[src/rtl/lsu_mem_stage.sv]
// MEM stage of the load/store unit: IDLE/REQ/WAIT bus sequencer with registered MEM/WB entry.
// Define LSU_MISALIGN_TRAP_EN to trap misaligned H/W accesses instead of aligning them down.
module lsu_mem_stage #(
  parameter int ADDR_W      = 32,
  parameter int TIMEOUT_CYC = 255
) (
  input  logic              clk_i,
  input  logic              rst_i,
  input  logic              in_valid_i,
  output logic              in_ready_o,
  input  logic [ADDR_W-1:0] alu_result_i,
  input  logic [31:0]       rs2_data_i,
  input  logic              mem_read_i,
  input  logic              mem_write_i,
  input  logic [2:0]        funct3_i,
  input  logic [4:0]        rd_addr_i,
  input  logic              reg_write_i,
  output logic              data_req_o,
  output logic              data_we_o,
  output logic [3:0]        data_be_o,
  output logic [ADDR_W-1:0] data_addr_o,
  output logic [31:0]       data_wdata_o,
  input  logic              data_gnt_i,
  input  logic              data_rvalid_i,
  input  logic [31:0]       data_rdata_i,
  output logic              wb_valid_o,
  output logic [31:0]       wb_result_o,
  output logic [4:0]        wb_rd_addr_o,
  output logic              wb_reg_write_o,
  output logic              exc_o,
  output logic [1:0]        exc_cause_o
);
  localparam logic [1:0] S_IDLE = 2'd0, S_REQ = 2'd1, S_WAIT = 2'd2;
  localparam logic [1:0] SZ_B = 2'd0, SZ_H = 2'd1, SZ_W = 2'd2;
  localparam int CNT_W = (TIMEOUT_CYC < 2) ? 1 : $clog2(TIMEOUT_CYC + 1);
  localparam logic [CNT_W:0] TO_LIM = (CNT_W+1)'(TIMEOUT_CYC);
`ifdef LSU_MISALIGN_TRAP_EN
  localparam logic MIS_TRAP = 1'b1;
`else
  localparam logic MIS_TRAP = 1'b0;
`endif

  logic [1:0]        r_state;
  logic [CNT_W-1:0]  r_cnt;
  logic              r_we, r_uns, r_rw;
  logic [3:0]        r_be;
  logic [ADDR_W-1:0] r_addr;
  logic [31:0]       r_wdata;
  logic [1:0]        r_off, r_sz;
  logic [4:0]        r_rd;
  logic              r_wb_valid, r_wb_rw, r_exc;
  logic [31:0]       r_wb_result;
  logic [4:0]        r_wb_rd;
  logic [1:0]        r_exc_cause;

  logic [1:0]   w_sz, w_off;
  logic         w_uns, w_mis, w_accept, w_is_mem, w_timeout, w_done;
  logic [3:0]   w_be;
  logic [31:0]  w_wdata, w_lane, w_load;
  logic [CNT_W:0] w_cnt_inc;

  always_comb begin
    w_sz  = SZ_W;
    w_uns = 1'b0;
    case (funct3_i)
      3'b000: w_sz = SZ_B;
      3'b001: w_sz = SZ_H;
      3'b100: begin w_sz = SZ_B; w_uns = 1'b1; end
      3'b101: begin w_sz = SZ_H; w_uns = 1'b1; end
      default: ;
    endcase
  end

  // Offset with the misaligned low bits dropped; only used when no trap is taken.
  always_comb begin
    w_off   = 2'b00;
    w_be    = 4'b1111;
    w_wdata = rs2_data_i;
    case (w_sz)
      SZ_B: begin
        w_off   = alu_result_i[1:0];
        w_be    = 4'b0001 << w_off;
        w_wdata = {4{rs2_data_i[7:0]}};
      end
      SZ_H: begin
        w_off   = {alu_result_i[1], 1'b0};
        w_be    = 4'b0011 << w_off;
        w_wdata = {2{rs2_data_i[15:0]}};
      end
      default: ;
    endcase
  end

  assign w_mis    = ((w_sz == SZ_H) && alu_result_i[0]) ||
                    ((w_sz == SZ_W) && (alu_result_i[1:0] != 2'b00));
  assign w_is_mem = mem_read_i | mem_write_i;
  assign w_accept = in_valid_i && (r_state == S_IDLE);

  assign w_lane = data_rdata_i >> {r_off, 3'b000};
  always_comb begin
    w_load = data_rdata_i;
    case (r_sz)
      SZ_B: w_load = r_uns ? {24'b0, w_lane[7:0]}   : {{24{w_lane[7]}}, w_lane[7:0]};
      SZ_H: w_load = r_uns ? {16'b0, w_lane[15:0]}  : {{16{w_lane[15]}}, w_lane[15:0]};
      default: ;
    endcase
  end

  assign w_cnt_inc = {1'b0, r_cnt} + 1'b1;
  assign w_timeout = (TIMEOUT_CYC != 0) && (w_cnt_inc == TO_LIM);
  assign w_done    = ((r_state == S_REQ) && data_gnt_i && data_rvalid_i) ||
                     ((r_state == S_WAIT) && data_rvalid_i);

  always_ff @(posedge clk_i) begin
    if (rst_i) begin
      r_state     <= S_IDLE;
      r_cnt       <= '0;
      r_we        <= 1'b0;
      r_uns       <= 1'b0;
      r_rw        <= 1'b0;
      r_be        <= '0;
      r_addr      <= '0;
      r_wdata     <= '0;
      r_off       <= '0;
      r_sz        <= '0;
      r_rd        <= '0;
      r_wb_valid  <= 1'b0;
      r_wb_result <= '0;
      r_wb_rd     <= '0;
      r_wb_rw     <= 1'b0;
      r_exc       <= 1'b0;
      r_exc_cause <= '0;
    end else begin
      r_wb_valid  <= 1'b0;
      r_exc       <= 1'b0;
      r_exc_cause <= 2'b00;
      case (r_state)
        S_IDLE: if (w_accept) begin
          if (!w_is_mem) begin
            r_wb_valid  <= 1'b1;
            r_wb_result <= 32'(alu_result_i);
            r_wb_rd     <= rd_addr_i;
            r_wb_rw     <= reg_write_i;
          end else if (MIS_TRAP && w_mis) begin
            r_exc       <= 1'b1;
            r_exc_cause <= 2'b01;
          end else begin
            r_state <= S_REQ;
            r_cnt   <= '0;
            r_we    <= mem_write_i;
            r_uns   <= w_uns;
            r_rw    <= reg_write_i;
            r_be    <= w_be;
            r_addr  <= {alu_result_i[ADDR_W-1:2], 2'b00};
            r_wdata <= w_wdata;
            r_off   <= w_off;
            r_sz    <= w_sz;
            r_rd    <= rd_addr_i;
          end
        end
        S_REQ: begin
          if (data_gnt_i) begin
            r_cnt   <= '0;
            r_state <= data_rvalid_i ? S_IDLE : S_WAIT;
          end else if (w_timeout) begin
            r_state     <= S_IDLE;
            r_exc       <= 1'b1;
            r_exc_cause <= 2'b10;
          end else begin
            r_cnt <= w_cnt_inc[CNT_W-1:0];
          end
        end
        S_WAIT: begin
          if (data_rvalid_i) begin
            r_state <= S_IDLE;
          end else if (w_timeout) begin
            r_state     <= S_IDLE;
            r_exc       <= 1'b1;
            r_exc_cause <= 2'b10;
          end else begin
            r_cnt <= w_cnt_inc[CNT_W-1:0];
          end
        end
        default: r_state <= S_IDLE;
      endcase
      // Stores leave the previous wb_result in place; only the tag fields update.
      if (w_done) begin
        r_wb_valid <= 1'b1;
        r_wb_rd    <= r_rd;
        r_wb_rw    <= r_rw & ~r_we;
        if (!r_we) r_wb_result <= w_load;
      end
    end
  end

  assign in_ready_o     = (r_state == S_IDLE);
  assign data_req_o     = (r_state == S_REQ);
  assign data_we_o      = r_we;
  assign data_be_o      = r_be;
  assign data_addr_o    = r_addr;
  assign data_wdata_o   = r_wdata;
  assign wb_valid_o     = r_wb_valid;
  assign wb_result_o    = r_wb_result;
  assign wb_rd_addr_o   = r_wb_rd;
  assign wb_reg_write_o = r_wb_rw;
  assign exc_o          = r_exc;
  assign exc_cause_o    = r_exc_cause;
endmodule

[config.mk]
export PLATFORM = sky130hd
export DESIGN_NAME = lsu_mem_stage
export DESIGN_NICKNAME = d
export VERILOG_FILES = /design/src/rtl/lsu_mem_stage.sv
export SDC_FILE = /design/constraint.sdc
export NUM_CORES = 1
export LEC_CHECK = 0
export ABC_CLOCK_PERIOD_IN_PS = 2000
export CORE_ASPECT_RATIO = 0.8
export CORE_MARGIN = 4
export CORE_UTILIZATION = 40
export DETAILED_ROUTE_END_ITERATION = 8
export PLACE_DENSITY = 0.76
export SYNTH_ARGS = -nofsm -noshare
export SYNTH_HDL_FRONTEND = slang
export SYNTH_SLANG_ARGS = --single-unit
[constraint.sdc]
create_clock -name clk_i -period 2 [get_ports clk_i]
set_input_delay 0.2 -clock clk_i [delete_from_list [all_inputs] [get_ports clk_i]]
set_output_delay 0.2 -clock clk_i [all_outputs]
set_load 0.05 [all_outputs]
==> results of run 1 <==
worst max path at each step:
| stage | startpoint | to | slack [ns] | cells after the start |
|---|---|---|---|---|
| 6_report | r_off[1]$_SDFFE_PP0P_ | wb_result_o[6]$_SDFF_PP0_ | 0.14 | 6 |
| 5_1_grt | r_cnt[0]$_SDFFE_PP0P_ | r_state[1]$_SDFFE_PP0P_ | 0.01 | 7 |
| 4_1_cts | r_state[0]$_SDFFE_PP0P_ | wb_result_o[4]$_SDFF_PP0_ | 0.007 | 7 |
| 3_5_place_dp | data_rdata_i[31] | wb_result_o[30]$_SDFF_PP0_ | -0.008 | 7 |
| 3_3_place_gp | data_rdata_i[31] | wb_result_o[27]$_SDFF_PP0_ | 0.04 | 7 |
| 2_1_floorplan | r_state[1]$_SDFFE_PP0P_ | data_wdata_o[25]$_SDFFE_PP0P_ | -0.02 | 10 |
power by group through the flow:
stage / sequential, mW / combinational [mW] / clock [mW]
finish: 2.88 / 2.28 / 3.41
global route: 2.91 / 2.42 / 3.58
CTS: 2.88 / 2.28 / 3.47
detailed placement: 2.93 / 2.27 / 0
global placement: 2.93 / 2.26 / 0
floorplan: 3.57 / 0.705 / 0
registers in the layout, summed over array words and instances (netlist names), 4 cells and up:
register      flops
data_be_o         4
wb_rd_addr_o      5
r_cnt             8
wb_result_o      32
data_addr_o      30
r_rd              5
data_wdata_o     32
cell usage after synthesis, types with 2 or more instances:
cell      count
mux2i_1      31
a21oi_1      76
nand3b_1      2
o22ai_1       8
or2_2         2
a221o_1       8
o211ai_1      2
nor2_1       54
a311oi_1     22
o221ai_1      3
nand2b_1      4
buf_4         6
nand3_1       9
nor3_1        6
buf_1         7
o21ai_0      22
dfxtp_1     128
a31oi_1       4
a211oi_1     23
ha_1          6
a221oi_1     29
and2_1        4
buf_2         7
mux2_2        2
nand4_1       4
a21oi_2       2
nand2_1     184
or3_1         3
and3_2        2
clkbuf_1     44
inv_1         9
nor2b_1       3
worst max-delay path: stages (launching register included):
cell and delay [ns]:
dfxtp_1 0.35, buf_4 0.23, nand2b_1 0.27, o22ai_1 0.14, a221oi_1 0.44, nor2_1 0.10, a311oi_1 0.24
layer usage:
metal / vias up / wire [um] / share of wire [%] / global-route usage, %
li1: 3103 / - / - / -
met1: 2964 / 9397 / 45 / 34.23
met2: 293 / 9298 / 44 / 35.43
met3: 34 / 1986 / 9.4 / 7.730
met4: 0 / 381 / 1.8 / 6.410
met5: - / 0 / 0 / 0
layout make-up:
cell class / instances / area (um2) / area share (%)
repair buffers: 269 / 2650 / 28.43
well taps: 184 / 230.2 / 2.470
clock inverters: 11 / 176.4 / 1.893
flip-flops and latches: 128 / 2565 / 27.52
clock buffers: 21 / 480.5 / 5.155
inverters: 10 / 37.54 / 0.4027
multi-input cells: 540 / 3181 / 34.13
through the flow:
stage                     power (mW)  hold slack, ns
after global placement         5.182          0.4418
after CTS                      8.628          0.3004
after detailed placement       5.201          0.4475
after global routing           8.908          0.3435
after floorplan                4.273          0.3360
final                          8.580          0.3115
repair_timing:
| action | 4_1_cts | 5_1_grt |
|---|---|---|
| setup endpoints to repair | 0 | 32 |
| gates resized for setup | 0 | 6 |
| setup buffers | 0 | 0 |
cells by family (layout without fill, tap and decap cells):
group | Yosys count | count (layout) | share of synthesized area [%]
AOI/OAI and AO/OA | 213 | 213 | 24.72
muxes | 34 | 34 | 5.934
and+or+nand+nor | 283 | 283 | 19.62
DFF | 128 | 128 | 42.79
buffers and inverters | 74 | 311 | 5.161
other | 1 | 3 | 0.06262
xor gates and xnor gates | 1 | 1 | 0.4597
adders and majority gates | 6 | 6 | 1.254
==> results.py, run 1 <==
metrics = {
    "yosys": {
        "syn_area_mm2": 0.005988,
        "syn-instance-count": 740,
        "synth_warnings": 0,
        "synth_top_area_cell": "dfxtp_1",
        "synth-seq-area-share_pct": 42.79,
        "synth.avg_cell_area_um2": 8.092,
        "yosys.area.top_type_share_pct": 42.79,
        "ys.flop_type": "dfxtp_1",
        "synth_edf_count": 0,
        "synth_cell_types": 56,
        "yosys_register_bits": 128,
        "synth_area_leaders": "dfxtp_1 (43%), nand2_1 (12%), a21oi_1 (6.4%)",
        "async_flop_share_pct": 0,
    },
    "job": {
        "drv_cap": 0,
    },
    "placement": {
        "place_inst": 1131,
        "portBuffers": 221,
        "placed_area_mm2": 0.008647,
        "dpl.hpwl_um": 15530,
        "gp_congestion": 0.8976,
        "pre_cts_slack_ns": -0.008104,
    },
    "layout": {
        "final_cells": 1163,
        "drive_gt1_share_pct": 11.54,
        "final_cell_mix": "clkdlybuf4s50_1 (217), nand2_1 (184), dfxtp_1 (126)",
        "finish.instance_area_mm2": 0.009320,
        "n_antenna_cell": 0,
        "fillers": 1229,
        "final_core_utilization_pct": 64.31,
        "layout_commonest_cell": "clkdlybuf4s50_1",
        "area_delta_synth_final_pct": 55.64,
        "final_nets": 1084,
    },
    "routing": {
        "totalWireLength_um": 21060,
        "drcViolationCount": 0,
        "detail_route.vias_per_cell": 5.498,
        "wl_per_cell_um": 18.11,
        "dr_total_vias": 6394,
        "ant_nets": 0,
        "drt-initial-drc-count": 422,
        "drt-pass1-iter-count": 5,
    },
    "floorplan": {
        "boundaryPins": 225,
        "dieHeight_um": 117.4,
        "core-area_mm2": 0.01449,
        "die_area_mm2": 0.01700,
        "row_count": 39,
        "die_w_um": 144.8,
        "start_util_pct": 41.32,
    },
    "setup_path": {
        "r2r_cells": 6,
        "worst-setup-path-type": "reg -> reg",
        "critPathArrivalTime_ns": 2.19,
        "reg2reg_from": "r_off[1]$_SDFFE_PP0P_",
        "worstPathRequired_ns": 2.33,
        "worst-r2r-setup-slack_ns": 0.14,
        "crit_fanout": 17,
        "start_kind": "register",
        "crit_path_end_kind": "register",
        "reg2reg_to": "wb_result_o[6]$_SDFF_PP0_",
    },
    "timing": {
        "fin_crit_sh_pct": 93.23,
        "fin_tns_setup_ns": 0,
        "layout_setup_ws_ns": 0.1355,
        "rsz0062_at_grt": "no",
        "setup_viol": 0,
        "clock_skew_ns": 0.01091,
        "report.final.slew_viol_count": 0,
        "final_hold_viol_count": 0,
        "finalCriticalPeriod_ns": 1.865,
        "slew-limit-headroom_pct": 56.88,
        "max_freq_mhz": 536.3,
        "tightest_slew_ns": 0.6468,
    },
    "clock_network": {
        "clock-sinks": 128,
        "cts_tree": "yes",
        "holdBufCountCts": 0,
        "h-tree-depth": 4,
        "clkTransAtPathRegs_ns": 0.06,
        "ctsLongestPathBuffers": 2,
        "clk_latency_ns": 0.42,
        "cts_root_buf": "clkbuf_16",
        "cts_buffers": 17,
    },
    "power_and_ir_drop": {
        "switching_share_pct": 31.61,
        "seqPwrFrac_pct": 33.6,
        "p_leak_nw": 3.454,
        "ir_worst_vdd_mv": 0.5845,
        "clockPowerShare_pct": 39.8,
        "pwr-share-comb_pct": 26.6,
        "switchingPower_mw": 2.712,
        "power_density_mw_per_mm2": 920.6,
        "intPower_mw": 5.868,
    },
    "grt": {
        "grt-ovfl-total": 0,
        "first_global_vias": 5948,
        "grt_max_degree": 65,
        "antenna_found_initial": 0,
        "grt_usage_pct": 24.18,
        "grt_pass1_wl_um": 32640,
    },
    "worst_hold_path": {
        "hold_class": "in -> reg",
        "whs_path_depth": 2,
        "min_from": "rst_i",
        "holdPathEnd": "r_rd[3]$_SDFFE_PP0P_",
    },
    "status": {
        "outcome": "finished, final reports clean",
    },
}
No activity file was read; power rests on OpenSTA's default activity.
==> run 2, diff against run 1 <==
ABC_AREA = 1   (was not set)
CORE_UTILIZATION = 41   (was 40)
PLACE_DENSITY = not set   (was 0.76)
PLACE_DENSITY_LB_ADDON = 0.1   (was not set)
==> run 2 against run 1 <==
Utilization decreased by 0.90 points. Non-clock buffer count decreased by 19. Clock power decreased by 15%. Fmax increased by 0.37%. Count of clock-buffer cells in the layout increased by 4. Wire length decreased by 3.6%. Critical path type unchanged. Critical endpoint is now wb_result_o[15]$_SDFF_PP0_. Largest cell class unchanged. Highest routed layer unchanged.
==> results.py, run 2 <==
metrics = {
    "status": {
        "outcome": "finished, final reports clean",
    },
    "yosys": {
        "yosys.cell_count.top_type": "nand2_1",
        "synth.avg_cell_area_um2": 6.795,
        "syn-instance-count": 910,
        "synth_cell_types": 41,
        "async_flop_share_pct": 0,
        "synth_top_area_cell": "dfxtp_1",
        "ys.flop_type": "dfxtp_1",
        "synth_edf_count": 0,
        "syn_area_mm2": 0.006183,
        "synth_warnings": 0,
        "synth_common_cells": "nand2_1 (225), dfxtp_1 (128), nor2_1 (107)",
        "yosys_register_bits": 128,
        "synth_area_leaders": "dfxtp_1 (41%), nand2_1 (14%), a21oi_1 (7.6%)",
        "yosys.area.top_type_share_pct": 41.44,
        "synth-seq-area-share_pct": 41.44,
    },
    "worst_hold_path": {
        "hold_class": "in -> reg",
        "holdPathEnd": "r_cnt[5]$_SDFFE_PP0P_",
        "whs_path_depth": 3,
        "min_from": "rst_i",
    },
    "floorplan": {
        "dieHeight_um": 117.8,
        "start_util_pct": 42.52,
        "boundaryPins": 225,
        "die_w_um": 145.3,
        "die_area_mm2": 0.01712,
        "core-area_mm2": 0.01454,
        "row_count": 39,
    },
    "power_and_ir_drop": {
        "ir_worst_vdd_mv": 0.5183,
        "power_density_mw_per_mm2": 885.6,
        "p_leak_nw": 3.835,
    },
    "grt": {
        "grt_usage_pct": 23.42,
        "grt-ovfl-total": 0,
        "first_global_vias": 6178,
        "grt_max_degree": 70,
        "grt_pass1_wl_um": 32670,
        "antenna_found_initial": 0,
    },
    "layout": {
        "finish.instance_area_mm2": 0.009221,
        "final_cell_mix": "nand2_1 (224), clkdlybuf4s50_1 (217), dfxtp_1 (128)",
        "drive_gt1_share_pct": 7.048,
        "final_core_utilization_pct": 63.41,
        "layout_commonest_cell": "nand2_1",
        "area_delta_synth_final_pct": 49.13,
        "n_antenna_cell": 0,
        "final_nets": 1241,
    },
    "timing": {
        "setup_viol": 0,
        "fin_crit_sh_pct": 92.88,
        "report.final.slew_viol_count": 0,
        "tightest_slew_ns": 0.6523,
        "final_hold_viol_count": 0,
        "finalCriticalPeriod_ns": 1.858,
        "layout_setup_ws_ns": 0.1424,
        "clock_skew_ns": 0.01094,
        "max_freq_mhz": 538.3,
        "slew-limit-headroom_pct": 56.06,
    },
    "setup_path": {
        "crit_path_end_kind": "register",
        "worst-setup-path-type": "reg -> reg",
        "crit_fanout": 33,
        "reg2reg_to": "wb_result_o[15]$_SDFF_PP0_",
        "worst-r2r-setup-slack_ns": 0.14,
        "start_kind": "register",
        "r2r_cells": 12,
        "critPathArrivalTime_ns": 2.16,
        "worstPathRequired_ns": 2.30,
        "reg2reg_from": "r_state[1]$_SDFFE_PP0P_",
    },
    "job": {
        "drv_cap": 0,
    },
    "clock_network": {
        "cts_buffers": 17,
        "clock-sinks": 128,
        "clk_latency_ns": 0.42,
        "ctsLongestPathBuffers": 2,
        "clkTransAtPathRegs_ns": 0.06,
        "h-tree-depth": 4,
        "cts_tree": "yes",
        "cts_root_buf": "clkbuf_16",
    },
    "routing": {
        "ant_nets": 0,
        "drt-initial-drc-count": 463,
        "dr_total_vias": 6578,
        "drcViolationCount": 0,
        "detail_route.vias_per_cell": 4.987,
        "wl_per_cell_um": 15.39,
        "totalWireLength_um": 20310,
        "drt-pass1-iter-count": 5,
    },
    "placement": {
        "dpl.hpwl_um": 14700,
        "portBuffers": 221,
        "gp_congestion": 0.9155,
        "pre_cts_slack_ns": 0.01266,
        "placed_area_mm2": 0.008635,
    },
}
## run 2: cell types whose count changed in the layout (fill, tap and decap cells not counted), sizes merged, moves of 21 or more
cell | previous run | this run
nand2 | 185 | 226
mux2i | 31 | 0
a221oi | 29 | 0
nor2 | 54 | 114
a311oi | 22 | 0
a211oi | 24 | 3
o21ai | 23 | 95
inv | 10 | 91
buf | 52 | 31
## run 2: metal layers
| layer | vias up | part of all wire (%) | GRT usage [%] |
|---|---|---|---|
| met3 | 21 | 8.7 | 7.198 |
| met1 | 2909 | 47 | 33.23 |
| met5 | - | 0 | 0 |
| met4 | 0 | 1.4 | 6.880 |
| met2 | 245 | 43 | 34.23 |
| li1 | 3403 | - | - |
## run 2: how the worst max path moves through the flow
stage | startpoint | to | slack [ns] | depth (start not counted)
floorplan | r_state[0]$_SDFFE_PP0P_ | wb_result_o[15]$_SDFF_PP0_ | 0.0005 | 10
CTS | data_we_o$_SDFFE_PP0P_ | data_we_o | 0.01 | 1
detailed placement | data_gnt_i | wb_result_o[24]$_SDFF_PP0_ | 0.01 | 10
finish | r_state[1]$_SDFFE_PP0P_ | wb_result_o[15]$_SDFF_PP0_ | 0.14 | 12
global route | r_state[1]$_SDFFE_PP0P_ | wb_result_o[15]$_SDFF_PP0_ | -0.02 | 12
global placement | data_gnt_i | wb_result_o[23]$_SDFF_PP0_ | 0.04 | 10
## run 2: critical path: stages, from the launching register on
cell	delay [ns]
dfxtp_1	0.34
inv_1	0.09
ha_2	0.21
inv_1	0.09
o21ai_4	0.22
inv_2	0.09
nor2_8	0.09
inv_2	0.07
buf_12	0.17
a21oi_1	0.14
nand3_1	0.09
o211ai_1	0.08
inv_1	0.05
## run 2: cell type report
cell class	count	area (um2)
repair buffers	250	2506
multi-input cells	632	3022
fillers	1334	5320
flip-flops and latches	128	2562
inverters	94	357.8
clock buffers	25	485.5
well taps	184	230.2
clock inverters	6	57.56
## run 2: metrics by stage
step           total power [mW]  std cells  hold WS, ns  TNS (ns)
2_1_floorplan             4.401        912       0.3349         0
3_3_place_gp              5.303       1287       0.4517         0
3_5_place_dp              5.309       1287       0.4572         0
4_1_cts                   8.212       1318       0.2304         0
5_1_grt                   8.511       1319       0.2508  -0.02702
6_report                  8.167       1319       0.2460         0
## run 2: report_power, final
group	leakage, nW	internal [mW]	switching, mW	total [mW]
logic	2.52	0.860	1.51	2.37
clock network	0.267	1.79	1.10	2.89
registers	1.05	2.78	0.124	2.90
total	3.84	5.43	2.74	8.17
## run 2: kinds of logic after synthesis
family,Yosys count,synth area share (%)
buffers and inverters,152,10.18
and+or+nand+nor,373,24.30
xor gates and xnor gates,1,0.1417
AOI/OAI and AO/OA,249,22.66
adders and majority gates,6,1.214
DFF,128,41.44
other,1,0.06065
## run 2: timing repair
item,in CTS,in global routing
setup endpoints to repair,1,24
pin swaps,0,1
hold buffers,0,0
gates resized for setup,1,6
buffers inserted,0,1
==> run 3, diff against run 2 <==
ABC_CLOCK_PERIOD_IN_PS = 2330   (was 2000)
SKIP_CTS_REPAIR_TIMING = 1   (was not set)
clock period = 2.33 ns   (was 2 ns; I/O delays follow)
==> run 3 against run 2 <==
Register-to-register slack better by 0.13 ns. Final area decreased by 0.20%. Count of clock-buffer cells in the layout down 2. Final cell count decreased by 0.45%. Wire length grew 1.8%. Critical path depth shrank 9. Highest routed layer unchanged. Global-route usage up 0.50 points. First-iteration DRC count grew 14%.
==> results.py, run 3 (synthesis gave the netlist of run 2 again) <==
metrics = {
    "status": {
        "outcome": "finished, final reports clean",
    },
    "setup_path": {
        "reg2reg_to": "wb_result_o[31]$_SDFF_PP0_",
        "reg2reg_from": "r_state[1]$_SDFFE_PP0P_",
        "start_kind": "register",
        "crit_fanout": 5,
        "critPathArrivalTime_ns": 1.94,
        "crit_buf_inv": 2,
        "worstPathRequired_ns": 2.10,
        "crit_path_end_kind": "primary output",
        "r2r_cells": 11,
        "crit_chain": "inv_1 -> ha_1 -> clkdlybuf4s50_1",
        "cp_slowest_stage_delay_ns": 0.84,
        "worst-setup-path-type": "reg -> out",
        "path_delay_family": "buffers and inverters",
        "cp_slowest_cell": "clkdlybuf4s50_1",
        "worst-r2r-setup-slack_ns": 0.27,
    },
    "timing": {
        "fin_crit_sh_pct": 93.43,
        "layout_setup_ws_ns": 0.1530,
        "finalCriticalPeriod_ns": 2.177,
        "final_hold_viol_count": 0,
        "max_freq_mhz": 459.3,
        "fin_tns_setup_ns": 0,
        "setup_viol": 0,
        "report.final.slew_viol_count": 0,
        "rsz0062_at_grt": "no",
        "clock_skew_ns": 0.01018,
        "tightest_slew_ns": 0.6818,
        "slew-limit-headroom_pct": 54.55,
    },
    "grt": {
        "grt_use_met1_pct": 33.60,
        "grt_pass1_wl_um": 33190,
        "first_global_vias": 6171,
        "grt_usage_pct": 23.92,
        "grtUsageMet3_pct": 7.737,
        "grt_max_degree": 60,
        "antenna_found_initial": 0,
        "gr-usage-met2_pct": 35.16,
        "top_usage_layer": "met2",
        "grt-ovfl-total": 0,
    },
    "placement": {
        "pre_cts_slack_ns": 0.2150,
        "portBuffers": 221,
        "dpl.hpwl_um": 15120,
        "placed_area_mm2": 0.008552,
        "gp_congestion": 0.8806,
        "place_inst": 1281,
    },
    "worst_hold_path": {
        "whs_path_depth": 4,
        "holdPathEnd": "wb_result_o[13]$_SDFF_PP0_",
        "hold_class": "in -> reg",
        "min_from": "rst_i",
    },
    "floorplan": {
        "start_util_pct": 42.52,
        "dieHeight_um": 117.8,
        "die_w_um": 145.3,
        "core-area_mm2": 0.01454,
        "die_area_mm2": 0.01712,
        "row_count": 39,
        "boundaryPins": 225,
    },
    "power_and_ir_drop": {
        "ir_worst_vdd_mv": 0.5241,
        "p_leak_nw": 3.804,
        "power_density_mw_per_mm2": 805.4,
        "switchingPower_mw": 2.384,
        "pwr-share-comb_pct": 27.1,
        "intPower_mw": 5.027,
        "switching_share_pct": 32.17,
        "clockPowerShare_pct": 39.3,
        "seqPwrFrac_pct": 33.6,
    },
    "layout": {
        "layout_commonest_cell": "nand2_1",
        "area_delta_synth_final_pct": 48.83,
        "n_antenna_cell": 0,
        "drive_gt1_share_pct": 6.732,
        "final_cell_mix": "nand2_1 (224), clkdlybuf4s50_1 (220), dfxtp_1 (128)",
        "finish.instance_area_mm2": 0.009203,
        "final_nets": 1234,
        "final_cells": 1313,
    },
    "clock_network": {
        "cts_tree": "yes",
        "cts_root_buf": "clkbuf_16",
        "clkTransAtPathRegs_ns": 0.06,
        "clk_latency_ns": 0.42,
        "ctsLongestPathBuffers": 2,
        "h-tree-depth": 4,
        "clock-sinks": 128,
        "cts_buffers": 17,
    },
    "job": {
        "drv_cap": 0,
    },
    "routing": {
        "wl_per_cell_um": 15.75,
        "dr_total_vias": 6651,
        "ant_nets": 0,
        "drt-initial-drc-count": 527,
        "drcViolationCount": 0,
        "drt-pass1-iter-count": 5,
        "detail_route.vias_per_cell": 5.065,
        "totalWireLength_um": 20680,
    },
}
==> run 3: cell count changes in the layout (fill, tap and decap cells not counted), moves of 2 or more <==
cell             delta
bufinv_16           +3
clkdlybuf4s50_1     +3
buf_6               -2
clkbuf_1            -4
buf_12              -4
clkinvlp_4          +2
buf_4               -2
clkinv_2            -2
clkbuf_8            +2
==> run 3: per-layer routing <==
metal  wire length, um  vias up
met1              9540     2961
met4               331        0
met2              8904      280
li1                  -     3380
met3              1898       30
met5                 0        -
==> run 3: power groups by stage <==
| stage | registers (mW) | clock network (mW) | logic [mW] |
|---|---|---|---|
| after global routing | 2.52 | 3.05 | 2.16 |
| final | 2.49 | 2.91 | 2.01 |
| after detailed placement | 2.53 | 0 | 2.00 |
| after floorplan | 3.10 | 0 | 0.672 |
| after global placement | 2.53 | 0 | 2.00 |
| after CTS | 2.49 | 2.95 | 2.01 |
==> run 3: metrics by stage <==
stage / power (mW) / util, % / hold WS (ns)
6_report: 7.412 / 63.29 / 0.2507
5_1_grt: 7.721 / 63.29 / 0.2732
4_1_cts: 7.456 / 63.29 / 0.2293
3_5_place_dp: 4.536 / 58.81 / 0.4546
3_3_place_gp: 4.529 / 58.81 / 0.4502
2_1_floorplan: 3.777 / - / 0.3679
==> run 3: tightest hold or removal path, delay by kind of cell <==
kind / cells / cell delay, ns
buffers and inverters: 2 / 0.24
AND/OR/NAND/NOR: 1 / 0.11
AO/OA/AOI/OAI: 1 / 0.03
==> run 3: cell type report <==
type,count,area [um2]
inverter,94,355.3
sequential,128,2562
tap,184,230.2
multi-input combinational,632,3007
fill,1353,5339
timing repair buffer,243,2397
clock buffer,23,498.0
clock inverter,9,152.6
==> run 3: worst max-delay path by stage <==
stage	start	to	slack, ns	cells after the start
final	r_state[0]$_SDFFE_PP0P_	in_ready_o	0.15	3
after global routing	r_state[1]$_SDFFE_PP0P_	wb_result_o[31]$_SDFF_PP0_	0.04	11
after CTS	r_state[0]$_SDFFE_PP0P_	in_ready_o	0.14	3
after detailed placement	data_gnt_i	wb_result_o[29]$_SDFF_PP0_	0.22	10
after global placement	data_gnt_i	wb_result_o[31]$_SDFF_PP0_	0.25	10
after floorplan	r_state[1]$_SDFFE_PP0P_	wb_result_o[15]$_SDFF_PP0_	0.26	12
